### src/rtl/fifo_ctrl_flags.sv
// fifo_ctrl_flags: pointer, occupancy and status-flag controller for a
// 2**ADDR_W-entry dual-port RAM with a synchronous write port and a
// registered read port.
//
// The controller only issues addresses and strobes. The RAM presents read
// data one cycle after rd_en, and this block adds no further latency.
// All flags are decoded combinationally from the count register, so they
// reflect the state produced by the most recent clock edge.
module fifo_ctrl_flags #(
  parameter int ADDR_W    = 4,
  parameter int AF_THRESH = 12,
  parameter int AE_THRESH = 2
) (
  input  logic              clk,
  input  logic              reset,
  input  logic              write,
  input  logic              read,
  input  logic              flush,
  input  logic              clr_err,
  output logic              wr_en,
  output logic              rd_en,
  output logic [ADDR_W-1:0] writeAddr,
  output logic [ADDR_W-1:0] readAddr,
  output logic [ADDR_W:0]   count,
  output logic              empty,
  output logic              full,
  output logic              almost_empty,
  output logic              almost_full,
  output logic              overflow,
  output logic              underflow
);

  // Count-width constants, so that every flag compare is width-matched.
  localparam logic [ADDR_W:0] DEPTH_CNT = {1'b1, {ADDR_W{1'b0}}};
  localparam logic [ADDR_W:0] AF_LVL    = (ADDR_W+1)'(AF_THRESH);
  localparam logic [ADDR_W:0] AE_LVL    = (ADDR_W+1)'(AE_THRESH);
  localparam logic [ADDR_W:0] CNT_ONE   = (ADDR_W+1)'(1);
  localparam logic [ADDR_W-1:0] PTR_ONE = ADDR_W'(1);

  logic [ADDR_W-1:0] wr_ptr;
  logic [ADDR_W-1:0] rd_ptr;
  logic              push_ok;
  logic              pop_ok;
  logic              ovf_set;
  logic              udf_set;

  // Accept decisions and error detection for the current cycle.
  // NOTE: every output of a combinational block gets a default first, so no
  // path through the block can leave a value held and infer a latch.
  always_comb begin
    push_ok = 1'b0;
    pop_ok  = 1'b0;
    ovf_set = 1'b0;
    udf_set = 1'b0;
    // When the FIFO is full, a push is still accepted if a pop frees a slot
    // in the same cycle.
    push_ok = write & (~full | read);
    pop_ok  = read & ~empty;
    // A flush swallows any concurrent request, so a rejected request during
    // a flush does not raise an error.
    ovf_set = write & ~push_ok & ~flush;
    udf_set = read  & ~pop_ok  & ~flush;
  end

  // RAM strobes are suppressed during a flush, so the RAM never sees an
  // access that the pointers will not record.
  assign wr_en     = push_ok & ~flush;
  assign rd_en     = pop_ok  & ~flush;
  assign writeAddr = wr_ptr;
  assign readAddr  = rd_ptr;

  // Status flags decoded from the occupancy register.
  always_comb begin
    empty        = 1'b0;
    full         = 1'b0;
    almost_empty = 1'b0;
    almost_full  = 1'b0;
    empty        = (count == '0);
    full         = (count == DEPTH_CNT);
    almost_empty = (count <= AE_LVL);
    almost_full  = (count >= AF_LVL);
  end

  // Pointer and occupancy update. The pointers wrap naturally at ADDR_W bits.
  // NOTE: state registers use non-blocking assignments, so every register
  // samples the values from before the edge regardless of statement order.
  // NOTE: only control state is reset. The RAM contents are never cleared,
  // because count and the pointers alone decide which entries are valid.
  always_ff @(posedge clk or posedge reset) begin
    if (reset) begin
      wr_ptr <= '0;
      rd_ptr <= '0;
      count  <= '0;
    end else if (flush) begin
      wr_ptr <= '0;
      rd_ptr <= '0;
      count  <= '0;
    end else begin
      if (push_ok) wr_ptr <= wr_ptr + PTR_ONE;
      if (pop_ok)  rd_ptr <= rd_ptr + PTR_ONE;
      case ({push_ok, pop_ok})
        2'b10:   count <= count + CNT_ONE;
        2'b01:   count <= count - CNT_ONE;
        default: count <= count;
      endcase
    end
  end

  // Sticky error flags. A new error in the same cycle as clr_err wins, so
  // no event is ever lost. A flush leaves both flags unchanged.
  always_ff @(posedge clk or posedge reset) begin
    if (reset) begin
      overflow  <= 1'b0;
      underflow <= 1'b0;
    end else begin
      if (ovf_set)      overflow <= 1'b1;
      else if (clr_err) overflow <= 1'b0;
      if (udf_set)      underflow <= 1'b1;
      else if (clr_err) underflow <= 1'b0;
    end
  end

endmodule

### config.mk
export PLATFORM = sky130hd
export DESIGN_NAME = fifo_ctrl_flags
export DESIGN_NICKNAME = d
export VERILOG_FILES = /design/src/rtl/fifo_ctrl_flags.sv
export SDC_FILE = /design/constraint.sdc
export NUM_CORES = 1
export LEC_CHECK = 0
export CORE_UTILIZATION = 35
export CTS_CLUSTER_SIZE = 28
export DETAILED_ROUTE_END_ITERATION = 10
export GPL_ROUTABILITY_DRIVEN = 0
export PLACE_DENSITY = 0.67
export SLEW_MARGIN = 25
export SYNTH_ARGS = -nofsm -noshare
export SYNTH_HDL_FRONTEND = slang
export SYNTH_SLANG_ARGS = --single-unit
### constraint.sdc
create_clock -name clk -period 2.6 [get_ports clk]
set_clock_uncertainty 0.15 [all_clocks]
set_input_delay 0.52 -clock clk [delete_from_list [all_inputs] [get_ports clk]]
set_output_delay 0.52 -clock clk [all_outputs]
set_load 0.05 [all_outputs]
==> flow_summary.json <==
{
  "r2r_start": "count[1]$_DFFE_PP0P_",
  "synth-main-ff-cell": "dfrtp_1",
  "dr_total_vias": 947,
  "holdPathStages": 2,
  "rsz0062_at_grt": "false",
  "ys_warn_count": 0,
  "avgSynthCellArea_um2": 9.43,
  "clock_latency_ns": 0.29,
  "post_cts_buffers": 0,
  "place_area_um2": 1510,
  "worstMarginPinSlew_ns": 0.582,
  "synth-seq-area-share": 0.362,
  "start_util": 0.373,
  "end_kind": "flop",
  "grt_start_max_net_pins": 16,
  "drive_above_1_share": 0.305,
  "num_rows": 19,
  "fin_area_um2": 1550,
  "period_needed_ns": 2.53,
  "dp_hpwl_um": 1960,
  "synth_cell_types": 40,
  "clockBufferDepth": 2,
  "htree_levels": 1,
  "syn_inst": 110,
  "clkTransAtPathRegs_ns": 0.09,
  "period_share": 0.974,
  "cp-start-kind": "flop",
  "grtUsageTotal": 0.171,
  "cts_buffers": 3,
  "maxCapViolations": 0,
  "cp_cell_sequence": "or4_4, nor2_4, or2_4, inv_4, ha_4, a211o_1, a21o_1, o2111a_1, a31o_2",
  "critPathSlowestCell": "or4_4",
  "antenna_found_initial": 0,
  "worstRegToRegCells": 9,
  "max_stage_delay_ns": 0.57,
  "numClockSinks": 15,
  "p_per_area_nw_per_um2": 1180,
  "die_width_um": 56.4,
  "dr.pass1.iters": 4,
  "wirelength_um": 2460,
  "io_pins": 27,
  "hold_class": "reg -> reg",
  "crit_arrival_ns": 2.56,
  "hold_viol_final": 0,
  "status": "completed",
  "core-area_um2": 2780,
  "crit_fanout": 3,
  "path_class": "reg -> reg",
  "synth_edf_count": 0,
  "area_delta_synth_final_pct": 49.8,
  "slew_violations": 0,
  "worstPathRequired_ns": 2.63,
  "final_cell_mix": "clkdlybuf4s50_1, buf_4, nor2_1, dfrtp_1, inv_1",
  "cts_root_buffer": "clkbuf_4",
  "die_h_um": 56.4,
  "io_buffers": 26,
  "async_reset_ff_frac": 1.00,
  "r2r_setup_slack_ns": 0.07,
  "setup_viol": 0,
  "slew_headroom": 0.612,
  "rr_endpoint": "count[3]$_DFFE_PP0P_",
  "hold_path_end": "overflow$_DFFE_PP0P_",
  "via_per_inst": 5.20,
  "post_drt_wl_per_cell_um": 13.5,
  "cts_tree": "yes",
  "finish.net_count": 164,
  "power_leakage_nw": 0.706,
  "grt_pass1_vias": 945,
  "fmax_ghz": 0.395,
  "utilization": 0.559,
  "synth_nets": 122,
  "syn_area_um2": 1040,
  "hold_start": "overflow$_DFFE_PP0P_",
  "drtAntennaViolNets": 0,
  "fin_total_pwr_mw": 1.83,
  "grt.overflow.total": 0,
  "ir_drop_uv": 1120,
  "drtIter0Drc": 28,
  "mostFrequentLayoutCell": "clkdlybuf4s50_1",
  "grt_pass1_wl_um": 4200,
  "die-area_um2": 3190,
  "diodes": 0,
  "ys_ff_latch": 15,
  "drc": 0
}
## worst max-delay path by stage
stage	start	endpoint	slack [ns]	cells past startpoint
after floorplan	count[1]$_DFFE_PP0P_	count[3]$_DFFE_PP0P_	-0.42	10
after global placement	write	count[3]$_DFFE_PP0P_	-0.06	9
after detailed placement	write	count[3]$_DFFE_PP0P_	-0.12	9
after CTS	count[1]$_DFFE_PP0P_	wr_en	0.009	5
after global routing	count[1]$_DFFE_PP0P_	count[3]$_DFFE_PP0P_	0.0002	9
final	count[1]$_DFFE_PP0P_	count[3]$_DFFE_PP0P_	0.07	9
## synthesized netlist by cell type, types with 2 or more instances
| library cell | count | area [um^2] |
|---|---|---|
| inv_1 | 9 | 33.8 |
| nor2_1 | 16 | 60.1 |
| nor3_1 | 2 | 10.0 |
| clkbuf_1 | 4 | 15.0 |
| nand2b_1 | 7 | 43.8 |
| nor4_1 | 2 | 12.5 |
| or2_2 | 2 | 12.5 |
| nand3_1 | 5 | 25.0 |
| xor2_1 | 4 | 35.0 |
| o21ai_0 | 2 | 10.0 |
| nand2_1 | 6 | 22.5 |
| ha_1 | 5 | 62.6 |
| o21a_1 | 2 | 15.0 |
| mux2i_1 | 4 | 40.0 |
| dfrtp_1 | 15 | 375 |
## flip-flops by register name, summed over array words and instances (netlist names)
register and cells:
count 5, overflow 1, readAddr 4, underflow 1
writeAddr 4
## routing by layer
layer / wire length, um / up-vias / share of wire / GRT usage
met1: 1150 / 452 / 0.47 / 0.219
li1: - / 470 / - / -
met4: 55 / 0 / 0.022 / 0.0976
met5: 0 / - / 0 / 0
met3: 88 / 5 / 0.036 / 0.0184
met2: 1170 / 20 / 0.47 / 0.279
## what timing repair did
item	CTS	global route
hold buffers	0	0
resized for setup	2	2
setup endpoints to repair	2	3
## report_power, final
group          switching, mW  internal [mW]  leakage, nW
registers             0.0413          0.288        0.199
logic                  0.790          0.580        0.492
clock network         0.0758         0.0597       0.0150
total                  0.907          0.927        0.706
## worst max-delay path, delay by kind of cell (launching register included)
kind	cells	cell delay, ns
buffers and inverters	1	0.05
DFF	1	0.41
and+or+nand+nor	3	0.83
AOI/OAI and AO/OA	4	0.79
adders and majority gates	1	0.20
## area by class of cell
type	count	area (um^2)
inverters	9	36.3
flip-flops and latches	15	379
well taps	31	38.8
fillers	240	1230
multi-input cells	81	663
clock buffers	4	26.3
repair buffers	42	410
## cell families after synthesis
logic type | after synthesis | share of synthesized area
buffers and inverters | 14 | 0.0579
multiplexers | 5 | 0.0531
XOR/XNOR | 5 | 0.0422
flip-flops | 15 | 0.362
AO/OA/AOI/OAI | 22 | 0.203
adder cells (fa/ha/maj) | 6 | 0.0796
AND/OR/NAND/NOR | 43 | 0.203
## metrics by stage
| stage | hold WS [ns] | worst slack, ns | cells | TNS, ns |
|---|---|---|---|---|
| 2_1_floorplan | 0.271 | -0.424 | 110 | -0.766 |
| 3_3_place_gp | 0.366 | -0.0575 | 178 | -0.104 |
| 3_5_place_dp | 0.370 | -0.120 | 178 | -0.189 |
| 4_1_cts | 0.384 | 0.00898 | 182 | 0 |
| 5_1_grt | 0.409 | 0.000160 | 182 | 0 |
| 6_report | 0.382 | 0.0682 | 182 | 0 |
(Power assumes the default switching activity.)
